--- config.mk ---
export PLATFORM = sky130hd
export DESIGN_NAME = scope_capture
export DESIGN_NICKNAME = d
export VERILOG_FILES = /design/src/rtl/scope_capture.sv
export SDC_FILE = /design/constraint.sdc
export NUM_CORES = 1
export LEC_CHECK = 0
export CAP_MARGIN = 20
export CORE_AREA = 2 2 281 283
export DETAILED_ROUTE_END_ITERATION = 8
export DIE_AREA = 0 0 283 285
export PLACE_DENSITY = 0.75
export SYNTH_ARGS = -nofsm -noshare
export SYNTH_HDL_FRONTEND = slang
export SYNTH_SLANG_ARGS = --single-unit
--- constraint.sdc ---
create_clock -name clk -period 6 [get_ports clk]
set_clock_uncertainty 0.15 [all_clocks]
set_input_delay 0.6 -clock clk [delete_from_list [all_inputs] [get_ports clk]]
set_output_delay 0.6 -clock clk [all_outputs]
set_load 0.02 [all_outputs]
--- src/rtl/scope_capture.sv ---
// scope_capture: small logic-analyser core driven by single-byte UART commands.
// Samples CHANNELS synchronized pins into a DEPTH-entry buffer (forced or triggered)
// and dumps the buffer over the UART transmit strobe interface with a 0xA5 header.
// Optional build macro: SCOPE_PRETRIGGER_EN -- keeps a circular pre-trigger history
// while armed and captures DEPTH/2 samples from the trigger onward.
module scope_capture #(
    parameter int CHANNELS = 4,
    parameter int DEPTH    = 256,
    parameter int DIV      = 1,
    parameter int TRIG_CH  = 0
) (
    input  logic                clk,
    input  logic                rst,
    input  logic [CHANNELS-1:0] input_pins,
    input  logic [7:0]          rx_data,
    input  logic                new_rx_data,
    output logic [7:0]          tx_data,
    output logic                new_tx_data,
    input  logic                tx_busy,
    output logic                armed,
    output logic                done
);

    localparam int ADDR_W = $clog2(DEPTH);
    localparam int IDX_W  = ADDR_W + 1;

    localparam logic [7:0] CMD_ARM   = 8'h61;
    localparam logic [7:0] CMD_FORCE = 8'h66;
    localparam logic [7:0] CMD_DUMP  = 8'h64;
    localparam logic [7:0] CMD_RESET = 8'h72;
    localparam logic [7:0] HEADER    = 8'hA5;

    localparam logic [15:0]       DIV_LAST  = 16'(DIV - 1);
    localparam logic [IDX_W-1:0]  DUMP_LAST = IDX_W'(DEPTH);
    // Samples still to be written after the first capture write (forced capture fills the buffer)
    localparam logic [ADDR_W-1:0] REM_FORCE = ADDR_W'(DEPTH - 1);
`ifdef SCOPE_PRETRIGGER_EN
    localparam logic [ADDR_W-1:0] REM_TRIG  = ADDR_W'(DEPTH / 2 - 2);
`else
    localparam logic [ADDR_W-1:0] REM_TRIG  = ADDR_W'(DEPTH - 2);
`endif

    typedef enum logic [1:0] {
        S_IDLE,
        S_ARMED,
        S_CAPTURE,
        S_DUMP
    } state_t;

    state_t state;
    state_t state_next;

    logic [CHANNELS-1:0] sync1;
    logic [CHANNELS-1:0] sync2;
    logic [15:0]         div_cnt;
    logic                tick;
    logic                prev_trig;
    logic [ADDR_W-1:0]   wr_addr;
    logic [ADDR_W-1:0]   rd_addr;
    logic [ADDR_W-1:0]   remaining;
    logic [IDX_W-1:0]    dump_idx;
    logic [CHANNELS-1:0] mem [DEPTH];

    logic                cmd_arm;
    logic                cmd_force;
    logic                cmd_dump;
    logic                cmd_reset;
    logic                trig_hit;
    logic                cap_last;
    logic                wr_en;
    logic                send;
    logic                send_last;
    logic                entering_run;
    logic [7:0]          send_byte;
    logic [ADDR_W-1:0]   dump_start;

    assign cmd_arm   = new_rx_data && (rx_data == CMD_ARM);
    assign cmd_force = new_rx_data && (rx_data == CMD_FORCE);
    assign cmd_dump  = new_rx_data && (rx_data == CMD_DUMP);
    assign cmd_reset = new_rx_data && (rx_data == CMD_RESET);

    assign tick      = (div_cnt == DIV_LAST);
    assign trig_hit  = tick && !prev_trig && sync2[TRIG_CH];
    assign cap_last  = tick && (remaining == '0);
    // A byte is never offered in the cycle its predecessor is strobed, so the UART sees busy first
    assign send      = (state == S_DUMP) && !tx_busy && !new_tx_data && !cmd_reset;
    assign send_last = send && (dump_idx == DUMP_LAST);
    assign entering_run = (state_next != state) &&
                          ((state_next == S_ARMED) || (state_next == S_CAPTURE));

`ifdef SCOPE_PRETRIGGER_EN
    assign dump_start = wr_addr;
`else
    assign dump_start = '0;
`endif

    // State register
    always_ff @(posedge clk) begin
        if (!rst) begin
            state <= S_IDLE;
        end else begin
            state <= state_next;
        end
    end

    // Next-state logic; "r" wins over everything else in every state
    always_comb begin
        state_next = state;
        if (cmd_reset) begin
            state_next = S_IDLE;
        end else begin
            case (state)
                S_IDLE: begin
                    if (cmd_arm) begin
                        state_next = S_ARMED;
                    end else if (cmd_force) begin
                        state_next = S_CAPTURE;
                    end else if (cmd_dump) begin
                        state_next = S_DUMP;
                    end
                end
                S_ARMED: begin
                    if (trig_hit) begin
                        state_next = S_CAPTURE;
                    end
                end
                S_CAPTURE: begin
                    if (cap_last) begin
                        state_next = S_IDLE;
                    end
                end
                S_DUMP: begin
                    if (send_last) begin
                        state_next = S_IDLE;
                    end
                end
                default: state_next = S_IDLE;
            endcase
        end
    end

    // State-decoded outputs: armed flag, buffer write enable and the byte to transmit
    always_comb begin
        armed     = (state == S_ARMED);
        wr_en     = 1'b0;
        send_byte = HEADER;
        case (state)
`ifdef SCOPE_PRETRIGGER_EN
            S_ARMED:   wr_en = tick;
`else
            S_ARMED:   wr_en = trig_hit;
`endif
            S_CAPTURE: wr_en = tick;
            default:   wr_en = 1'b0;
        endcase
        if (dump_idx != '0) begin
            send_byte = 8'h00;
            send_byte[CHANNELS-1:0] = mem[rd_addr];
        end
    end

    // Two-flop synchronizer for the asynchronous pins
    always_ff @(posedge clk) begin
        if (!rst) begin
            sync1 <= '0;
            sync2 <= '0;
        end else begin
            sync1 <= input_pins;
            sync2 <= sync1;
        end
    end

    // Free-running sample divider, realigned when arming or starting a capture
    always_ff @(posedge clk) begin
        if (!rst) begin
            div_cnt <= '0;
        end else if (entering_run || tick) begin
            div_cnt <= '0;
        end else begin
            div_cnt <= div_cnt + 16'd1;
        end
    end

    // Trigger channel value at the previous tick, for rising-edge detection
    always_ff @(posedge clk) begin
        if (!rst) begin
            prev_trig <= 1'b0;
        end else if (tick) begin
            prev_trig <= sync2[TRIG_CH];
        end
    end

    // Write pointer and remaining-sample count for the current capture
    always_ff @(posedge clk) begin
        if (!rst) begin
            wr_addr   <= '0;
            remaining <= '0;
        end else if ((state == S_IDLE) && (state_next == S_ARMED)) begin
            wr_addr <= '0;
        end else if ((state == S_IDLE) && (state_next == S_CAPTURE)) begin
            wr_addr   <= '0;
            remaining <= REM_FORCE;
        end else if (wr_en) begin
            wr_addr <= wr_addr + 1'b1;
            if (state == S_ARMED) begin
                if (trig_hit) begin
                    remaining <= REM_TRIG;
                end
            end else if (remaining != '0) begin
                remaining <= remaining - 1'b1;
            end
        end
    end

    // Sample buffer; deliberately not reset so a dump after reset shows the old contents
    always_ff @(posedge clk) begin
        if (rst && wr_en) begin
            mem[wr_addr] <= sync2;
        end
    end

    // Completion flag, cleared by the next arm/force command or by "r"
    always_ff @(posedge clk) begin
        if (!rst) begin
            done <= 1'b0;
        end else if (cmd_reset) begin
            done <= 1'b0;
        end else if ((state == S_IDLE) && (cmd_arm || cmd_force)) begin
            done <= 1'b0;
        end else if ((state == S_CAPTURE) && cap_last) begin
            done <= 1'b1;
        end
    end

    // Dump sequencer: header first, then DEPTH buffer entries, one strobe per byte
    always_ff @(posedge clk) begin
        if (!rst) begin
            dump_idx    <= '0;
            rd_addr     <= '0;
            new_tx_data <= 1'b0;
            tx_data     <= 8'h00;
        end else begin
            new_tx_data <= send;
            if (state != S_DUMP) begin
                dump_idx <= '0;
                rd_addr  <= dump_start;
            end
            if (send) begin
                tx_data  <= send_byte;
                dump_idx <= dump_idx + 1'b1;
                if (dump_idx != '0) begin
                    rd_addr <= rd_addr + 1'b1;
                end
            end
        end
    end

endmodule

After elaboration in Yosys (flattened, before gate mapping)
Memory sizes are Yosys's and may differ from the RTL's. A register that Yosys moved wholly into a read port is not among the register bits.
Index checks and enable logic that the tools add are counted.
Cells by class
  add/subtract/negate cells: 5
  equality and inequality tests: 13
  muxes and demuxes: 23
  bitwise logic cells: 2
  reduce and logical (&&, ||, !) cells: 36
Operators by type and width (count)
  2-to-1 mux 8 bit: 10
  == test 8 x 7 -> 1 bit (second input constant): 4
  2-to-1 mux 9 bit: 2
  logical AND 1 bit: 17
  adder 16 x 1 -> 16 bit (second input constant): 1
  adder 8 x 1 -> 8 bit (second input constant): 2
  logical NOT 16 bit: 1
  2-to-1 mux 2 bit: 7
  adder 9 x 1 -> 9 bit (second input constant): 1
  == test 9 bit (second input constant): 1
  nonzero test 9 bit: 1
  logical NOT 8 bit: 1
  one-hot mux 2 bit (4 select lines): 1
  nonzero test 8 bit: 1
  subtractor 8 x 1 -> 8 bit (second input constant): 1
  == test 2 bit (second input constant): 3
  OR reduction 3 bit: 2
  == test 2 x 1 -> 1 bit (second input constant): 2
  logical NOT 1 bit: 4
  AND reduction 4 bit: 1
  nonzero test 2 bit: 2
  logical OR 1 bit: 3
  inequality test 3 x 1 -> 1 bit (second input constant): 1
  nonzero test 3 bit: 1
  other kinds (7): 9
Storage, ports and cells
  register bits after elaboration: 70
  RAM bits: 1024
  input bits: 16
  output and inout bits: 11
  word-level logic and storage cells: 92
  memories kept: 1
Memory list
  mem: words 256, bits a word 4, read ports 1, clocked after memory_dff 1, wr ports 1, RTL line 62  | logic [CHANNELS-1:0] mem [DEPTH];

Logic depth before layout (Yosys ltp)
Gate-level depths: netlist of the first run.
  depth after elaboration: 13
  mapped depth: 16
  gate-level depth less buffers: 16

Least setup slack after synthesis of the first run
Ideal clock, no wire load.
  path kind: reg2reg
  start: register sync2[0]
  end: memory mem[31][0], enable pin
  setup time: 0.330 ns
  arrival time: 5.227 ns
  required time: 5.520 ns
  slack: 0.294 ns
  cell stages (with the launch flop): 9
  path buffers: 1
  period minus slack after synthesis: 5.706 ns
  path through: dfxtp_1 > and3b_1 > o21ai_1 > nor2_2 > nand2_1 > nor3b_1 > nand2_1 > buf_2 > nor2_1
On the way
  word-level cells in the longest chain between the ends: 5
RTL lines
  from (decl): RTL line 54  | logic [CHANNELS-1:0] sync2;
  from (signal assigned): RTL line 169  | sync2 <= sync1;
  logical AND 1 bit: RTL line 83  | assign trig_hit = tick && !prev_trig && sync2[TRIG_CH];
  one-hot mux 1 bit (2 select lines): RTL line 147  | case (state)
  logical AND 1 bit: RTL line 217  | if (rst && wr_en) begin
  2-to-1 mux 1 bit: RTL line 217
  2-to-1 mux 1 bit (implied by the code): RTL line 218  | mem[wr_addr] <= sync2;
  to (decl): RTL line 62
Every way passes these cells.

Worst setup path after layout of the first run
  start: register sync2[0]
  end: memory mem[82][0], enable pin
The elaborated chain is that of the path after synthesis.

==> results summary, run 1 <==
The tightest min-delay check is of the flip-flop to flip-flop type. The post-layout instance count excluding filler cells is 3537. CTS placed an instance of clkbuf_16 at the clock tree root. The CTS clock-pin slew for the worst setup and hold paths is 0.06 ns. The total count of hold-check failures in the final report is 0. After synthesis, the cell types taking the most area are edfxtp_1 (70%), mux4_2 (13%), dfxtp_1 (3.1%). The Yosys warning count came out at 0. For this run, the post-layout net count is approximately 2400.

The die height came out at 285 um. Dividing total power by cell area gives a power density of roughly 300 mW/mm2. The mean area per synthesized cell is between 15 and 20 um2. The nature of the critical path endpoint is a flip-flop. The width of the chip is approximately 280 um. The clock period minus final worst setup slack is 4.34 ns. The post-detailed-placement cell area is approximately 0.045 mm2.

In this run the power spent charging and discharging nets is 2.92 mW. The static leakage came out at roughly 14 nW. The wire length of the first global-routing pass came out at approximately 150 mm. Port buffering added 24 buffers. The violation count after the first detailed-route iteration came out at just over 3000. The critical setup path kind is flip-flop to flip-flop. The cell count after synthesis came out at about 2400. The count of boundary I/O pins is 27. The run finished with clean final reports.

The detailed route wirelength on metal2 came out at 47.8 mm. The signal arrival time at the worst endpoint is around 4.5 ns. The total number of vias came out at roughly 23000. The number of antenna violations at the first check in global routing was 0.

The number of antenna diodes in the final layout is 0. Signal routing reaches up to met4. The area of the placeable core is about 0.078 mm2. The part of the total power dissipated in combinational logic came out at approximately 1%. The register area share after synthesis is around 73%. The number of cells after detailed placement came out at approximately 3300.

The endpoint identified for the worst register-to-register timing path is mem[82][0]$_DFFE_PP_. The wire length on met1 is just under 40 mm. The vias per cell came out at 6.45.

The total negative setup slack came out at 0 ns. The fill cell total of the finished layout came out at 5211. The global routing usage summed across all routing layers came out at about a quarter. The half-perimeter wire length after detailed placement is 57.9 mm. The worst setup path is launched from a flip-flop.

The biggest area contributor in the post-synthesis netlist is edfxtp_1. The relative contribution of the clock network to total power came out at between 40% and 50%. Tracing the worst setup path back leads to its startpoint at sync2[0]$_SDFF_PN0_.

The total wire length after detailed routing came out at between 90 and 100 mm. Entering global routing, the biggest net connects between 200 and 300 pins. Net switching is around a fifth of the power.

The row count came out at about 100. The first-pass detailed-route iteration total came out at 6. The largest fanout on the critical path is ~90. TritonCTS created between 100 and 150 clock buffers. The final antenna-violating net count came out at 0. The transition time at the pin with the least slew margin came out at roughly 1.2 ns. The final instance area is 0.0484 mm2.

TritonCTS built the clock tree. The depth of the worst register-to-register path came out at 7. Counting flops with a built-in enable in the synthesized netlist gives 1024. The sequential share of power is a little under three fifths. In the detailed route, the total length drawn on met3 is slightly below 10 mm. The post-CTS setup buffer count came out at 0. The H-tree was split into 3 levels. The critical path ends at mem[82][0]$_DFFE_PP_. The share of synthesized registers carrying an async set or reset is 0%.

VDD sags by at most between 0.2 and 0.25 mV. The post-synth design cell area came out at 0.0438 mm2. Setup slack on the worst reg-to-reg path comes out at around 1.7 ns. The number of global-route vias before repair is approximately 23000. The area taken by flip-flops and latches came out at around 0.032 mm2. The cts-stage hold buffer count came out at 0. The flip-flop and latch count after synthesis came out at around 1100. After layout, the worst path uses 72.3% of the clock period. The start of the worst register-to-register path is sync2[0]$_SDFF_PN0_. The worst hold slack across all endpoints came out at about 0.29 ns.

The detailed-route DRC error count is 0. The area of the die came out at around 0.08 mm2. The fraction of post-synthesis cell area in the top cell type by area came out at 70.2%. The area growth from synthesis to layout is 10.5%.

The number of violations of the max-capacitance limit is 0. The number of gates resized after cts is 0. The congestion estimate from routability-driven global placement came to approximately 0.86. For this design, the sink count on the clock tree is approximately 1100. Counting along the longest clock path gives a buffer depth of 3. The final setup violation count came out at 0. The routed length per instance is 28.2 um.

Once the floorplan was initialized, standard cells occupied ~56% of the core. Summing all multi-input logic gate instances after layout gives between 0.01 and 0.015 mm2. Cells with a size suffix above 1 make up about 20% of the layout. The count of distinct cell types in the synthesized netlist came out at between 70 and 80.

The required time of the critical path is between 6 and 7 ns. The sum of overflow across all layers after global routing is 0. The primary flip-flop cell chosen by synthesis mapping is edfxtp_1. The relative slew slack is a little under a fifth.

The final number of max-transition violations was 0. Internal power comes to between 10 and 15 mW. The timing-limited maximum frequency came out at between 200 and 250 MHz. Setup repair after global routing left no endpoint under its margin. For the worst-skew pair, the clock arrives at the later sink with an insertion delay of roughly 0.67 ns.
-- how the worst min path moves through the flow --
stage,end,slack [ns],cells after the start,from
5_1_grt,sync2[2]$_SDFF_PN0_,0.31,1,sync1[2]$_SDFF_PN0_
3_5_place_dp,sync2[2]$_SDFF_PN0_,0.29,1,sync1[2]$_SDFF_PN0_
4_1_cts,sync2[2]$_SDFF_PN0_,0.29,1,sync1[2]$_SDFF_PN0_
3_3_place_gp,sync2[2]$_SDFF_PN0_,0.28,1,sync1[2]$_SDFF_PN0_
2_1_floorplan,sync2[0]$_SDFF_PN0_,0.26,1,sync1[0]$_SDFF_PN0_
6_report,sync2[2]$_SDFF_PN0_,0.29,1,sync1[2]$_SDFF_PN0_
-- critical path, cell delays in order, from the launching register on --
cell	delay, ns
dfxtp_4	0.96
and3b_1	0.26
o21ai_1	0.20
nor2_2	0.26
nand2_1	0.20
nor3b_1	0.75
nand2_1	0.67
nor2_1	0.52
-- state kept, by name (all words and copies together) (netlist names), 2 cells and up --
| signal | count |
|---|---|
| mem | 1024 |
| div_cnt | 16 |
| dump_idx | 9 |
| rd_addr | 8 |
| remaining | 8 |
| wr_addr | 8 |
| tx_data | 5 |
| sync1 | 4 |
| sync2 | 4 |
| state | 2 |
-- synthesized netlist by cell type (3+ instances only) --
cell type	count
a2111oi_0	4
a211oi_1	4
a21oi_1	25
a221oi_1	9
a22o_1	3
a22oi_1	16
a311oi_1	6
a31oi_1	3
and2_1	14
and3_1	6
buf_1	8
buf_2	38
buf_4	19
buf_6	10
clkbuf_1	61
dfxtp_1	67
edfxtp_1	1024
ha_1	17
inv_1	21
mux2i_1	91
mux4_2	262
nand2_1	70
nand2b_1	5
nand3_1	32
nand3b_1	7
nand4_1	10
nor2_1	329
nor2b_1	11
nor3_1	35
nor3b_1	3
nor4_1	8
nor4b_1	4
o21a_1	3
o21ai_0	32
o21ai_1	4
o22ai_1	22
or2_2	5
or3_1	6
xnor2_1	18
xor2_1	14
-- metrics by stage --
step,power [mW],setup slack (ns),util (%)
after floorplan,8.56,0.294,-
after global placement,8.60,1.73,57.8
after detailed placement,8.61,1.55,57.8
after CTS,15.0,1.56,62.1
after global routing,15.3,1.34,62.1
final,14.9,1.66,62.1
-- metal layers --
layer,global-route usage [%],up-vias
li1,-,9531
met1,34.8,11800
met2,39.5,1268
met3,4.92,206
met4,9.38,0
met5,0,-
-- cells in the final DEF (no fill, tap or decap), types with 14 or more instances in the layout --
cell type        netlist  routed
dfxtp_1               67      59
clkbuf_16              0     106
and2_1                14      14
mux2i_1               91      91
a22oi_1               16      16
clkdlybuf4s50_1        0      24
clkinv_2               0      20
xor2_1                14      14
clkbuf_1              61      27
o21ai_0               32      32
o22ai_1               22      22
inv_1                 21      21
buf_4                 19      28
nor3_1                35      35
nor2_1               329     329
edfxtp_1            1024    1024
a21oi_1               25      25
nand3_1               32      29
clkinv_1               0      15
ha_1                  17      17
mux4_2               262     262
nand2_1               70      59
xnor2_1               18      18
-- kinds of logic (layout without fill, tap and decap cells) --
logic type	count (synthesis)	in the layout	synth area share (%)
flip-flops	1091	1091	73.3
AND/OR/NAND/NOR	560	560	5.66
multiplexers	355	355	15.6
buffers and inverters	161	276	1.90
AO/OA/AOI/OAI	154	154	2.45
XOR/XNOR	32	32	0.640
adder cells (fa/ha/maj)	17	17	0.486
other	1	2	0.00856
-- cell type report --
class,count,share of cell area (%)
Sequential cell,1091,66.4
Timing Repair Buffer,59,1.22
Tap cell,1050,2.71
Clock buffer,134,5.72
Multi-Input combinational cell,1120,22.6
Clock inverter,61,1.24
Inverter,22,0.171
-- power groups by stage --
stage / Combinational, mW / Sequential, mW / Clock [mW]
finish: 0.147 / 8.30 / 6.49
floorplan: 0.0437 / 8.51 / 0
global route: 0.161 / 8.30 / 6.85
CTS: 0.147 / 8.30 / 6.55
global placement: 0.137 / 8.47 / 0
detailed placement: 0.145 / 8.47 / 0
(Power assumes the default switching activity.)
==> run 2, diff against run 1 <==
- CORE_AREA: 2 2 281 283 -> 2 2 269 271
- DIE_AREA: 0 0 283 285 -> 0 0 271 273
- PLACE_DENSITY: 0.75 -> 0.78
- clock period: 6 -> 4.2 ns (I/O delays scaled with it)
==> results summary, run 2 (synthesis results as in run 1) <==
The detailed-route DRC error count came out at 0. In this run the top signal layer used is met5. The detailed route wirelength on metal2 is about 50 mm.

Adding up every negative setup slack in the final design gives 0 ns. The timing-limited maximum frequency came out at roughly 250 MHz. The number of sinks on the clock net is 1091. The root cell of the clock tree is clkbuf_16. Measured along the x axis, the die boundary spans roughly 270 um.

The clock period minus final worst setup slack is about 3.9 ns. The share of final-layout standard cells stronger than drive strength 1 came out at roughly a fifth. The required time of the critical path is ~4.4 ns. The depth of the worst register-to-register path is 9. The area growth from synthesis to layout came out at 11.2%. The peak ir drop on the vdd network came out at ~0.28 mV.

The wire length on met1 is 38.0 mm. The run finished with clean final reports. The total number of cells along the worst setup path is 9. The largest net degree at the start of global routing came out at roughly 160. The clock latency on the worst-skew pair came out at roughly 0.67 ns. The post-CTS setup buffer count is 0. The largest fanout on the critical path came out at 16. The worst-case hold path end point is sync1[1]$_SDFF_PN0_.

Data on the critical path arrives at its endpoint at 4.08 ns. Among cell families on the critical path, the largest total delay comes from simple AND/OR/NAND/NOR gates. Before antenna repair, the detailed router went through 6 iterations. The effective utilization at floorplan is about 60%.

Setup repair after global routing left no endpoint under its margin. The cts-stage hold buffer count came out at 0. The total chip power is between 20 and 25 mW. In this run the vertical extent of the chip is between 200 and 300 um. The signal on the critical path passes through inv_1 > ha_1 > and3b_1 > o21ai_1 > nor2_2 > nand2_1 > nor3b_1 > nand2_1 > nor2_1. The CTS clock-pin slew for the worst setup and hold paths came out at ~0.06 ns. The maximum number of buffers from clock root to sink came out at 3. The highest cell delay on the worst timing path came out at 0.59 ns. The number of antenna violations at the first check in global routing is 1.

The clock tree synthesis step divided the H-tree into 3 levels. The violation count after the first detailed-route iteration is between 3000 and 4000. The number of nets in the finished design is 2474. The count of buffers added on input and output ports is 24. STA classifies the critical path startpoint as a flip-flop. The global routing usage summed across all routing layers came out at about 28%. In this run the power density over the cells is approximately 440 mW/mm2.

The most common library cell in the layout ignoring fill and taps is edfxtp_1. In this run the critical register-to-register path is captured at mem[25][0]$_DFFE_PP_. The final cycle utilization of the critical path came out at slightly above 90%. TritonCTS built the clock tree. On the critical path, the stage with the largest delay is an instance of nand2_1. The startpoint identified for the worst register-to-register timing path is state[1]$_SDFF_PN0_.

The final antenna-violating net count is 0. The register-to-register setup slack came out at between 0.2 and 0.3 ns. 27 I/O pins were placed.

The area of the die came out at between 0.07 and 0.08 mm2. The total overflow left after global routing is 0. The register bank with the most flops is mem. The largest registers in the layout are mem x1024, div_cnt x16, dump_idx x9. The number of gates resized after cts came out at 0. The transition time at the pin with the least slew margin is about 1.0 ns. STA classifies the critical path endpoint as a flip-flop. At the end of routability-driven placement, the weighted congestion stood at 0.864. The number of global-route vias before repair is between 20000 and 25000.

Buffers inserted during clock tree synthesis total 102. The routed length per instance came out at 29.5 um. The area of the placeable core is around 0.071 mm2. The worst hold path begins at input_pins[1]. The final number of max-transition violations is 0. The min-delay analysis places its worst path in the category input pin to flip-flop. The buffering stage count on the worst path with inverters included is 1. Leaving out fill and tap cells, the most frequent cells in the layout are edfxtp_1 (1024), nor2_1 (329), mux4_2 (262). The static leakage came out at 14.6 nW. The total number of vias is roughly 23000. The critical path in this run is classified as flip-flop to flip-flop.

Using the TritonRoute via totals, the vias-per-cell ratio works out to about 6.7. The initialized floorplan defines 98 standard-cell rows. The most common cell type on the critical path is nand2_1.

Setup violations remaining at the end of the flow were counted as 0. Fill cells in the final layout number around 4200. Measured against its own limit, the worst slew margin works out to around 31%. The first global-routing pass estimated approximately 150 mm of wire.

The detailed-routed wire length on met3 is 10.5 mm. The number of violations of the max-capacitance limit is 0. Once detailed placement completed, the half-perimeter wirelength came to between 60 and 70 mm. The register with the most flip-flops in the layout has between 1000 and 1500 of them. The total wire length after detailed routing is approximately 100 mm. The total count of hold-check failures in the final report was 0. The worst hold path passes through 2 cells.
-- run 2: cell types whose count changed in the layout (fill, tap and decap cells not counted), sizes merged --
cell	before	now
diode	0	1
inv	27	26
clkinvlp	5	4
clkbuf	134	124
clkinv	41	48
bufinv	10	11
buf	35	80
-- run 2: area by class of cell --
class	count	area, um2	area share, %
Multi-Input combinational cell	1120	10900	22.4
Clock buffer	124	2760	5.67
Sequential cell	1091	32100	65.9
Tap cell	950	1190	2.44
Inverter	22	82.6	0.169
Clock inverter	67	623	1.28
Antenna cell	1	2.50	0.00513
Timing Repair Buffer	104	1060	2.17
-- run 2: power breakdown --
group	switching (mW)	internal, mW	leakage, nW	total [mW]
combinational	0.161	0.0552	3.12	0.217
clock	3.98	5.35	1.67	9.33
sequential	0.0256	11.8	9.86	11.9
total	4.16	17.2	14.6	21.4
-- run 2: how the worst max path moves through the flow --
stage | start | endpoint | slack [ns]
after detailed placement | rx_data[5] | remaining[6]$_SDFFE_PN0P_ | 0.31
final | state[1]$_SDFF_PN0_ | mem[25][0]$_DFFE_PP_ | 0.27
after global placement | rx_data[7] | remaining[2]$_SDFFE_PN0P_ | 0.47
after floorplan | sync2[1]$_SDFF_PN0_ | mem[0][1]$_DFFE_PP_ | -0.18
after global routing | state[1]$_SDFF_PN0_ | mem[145][3]$_DFFE_PP_ | 0.007
after CTS | state[1]$_SDFF_PN0_ | mem[25][0]$_DFFE_PP_ | 0.31
-- run 2: layer usage --
metal | GRT usage (%) | vias up
li1 | - | 9626
met3 | 6.12 | 235
met4 | 11.0 | 2
met2 | 45.2 | 1474
met5 | 0 | -
met1 | 38.6 | 12000
-- run 2: stage by stage --
step	util, %	setup WS [ns]	std cells	instance area (um2)	hold WS, ns
2_1_floorplan	-	-0.184	2372	43800	0.262
3_3_place_gp	63.8	0.467	3284	45300	0.277
3_5_place_dp	63.8	0.310	3284	45300	0.275
4_1_cts	68.5	0.310	3475	48700	0.176
5_1_grt	68.6	0.00715	3478	48700	0.210
6_report	68.6	0.272	3479	48700	0.199
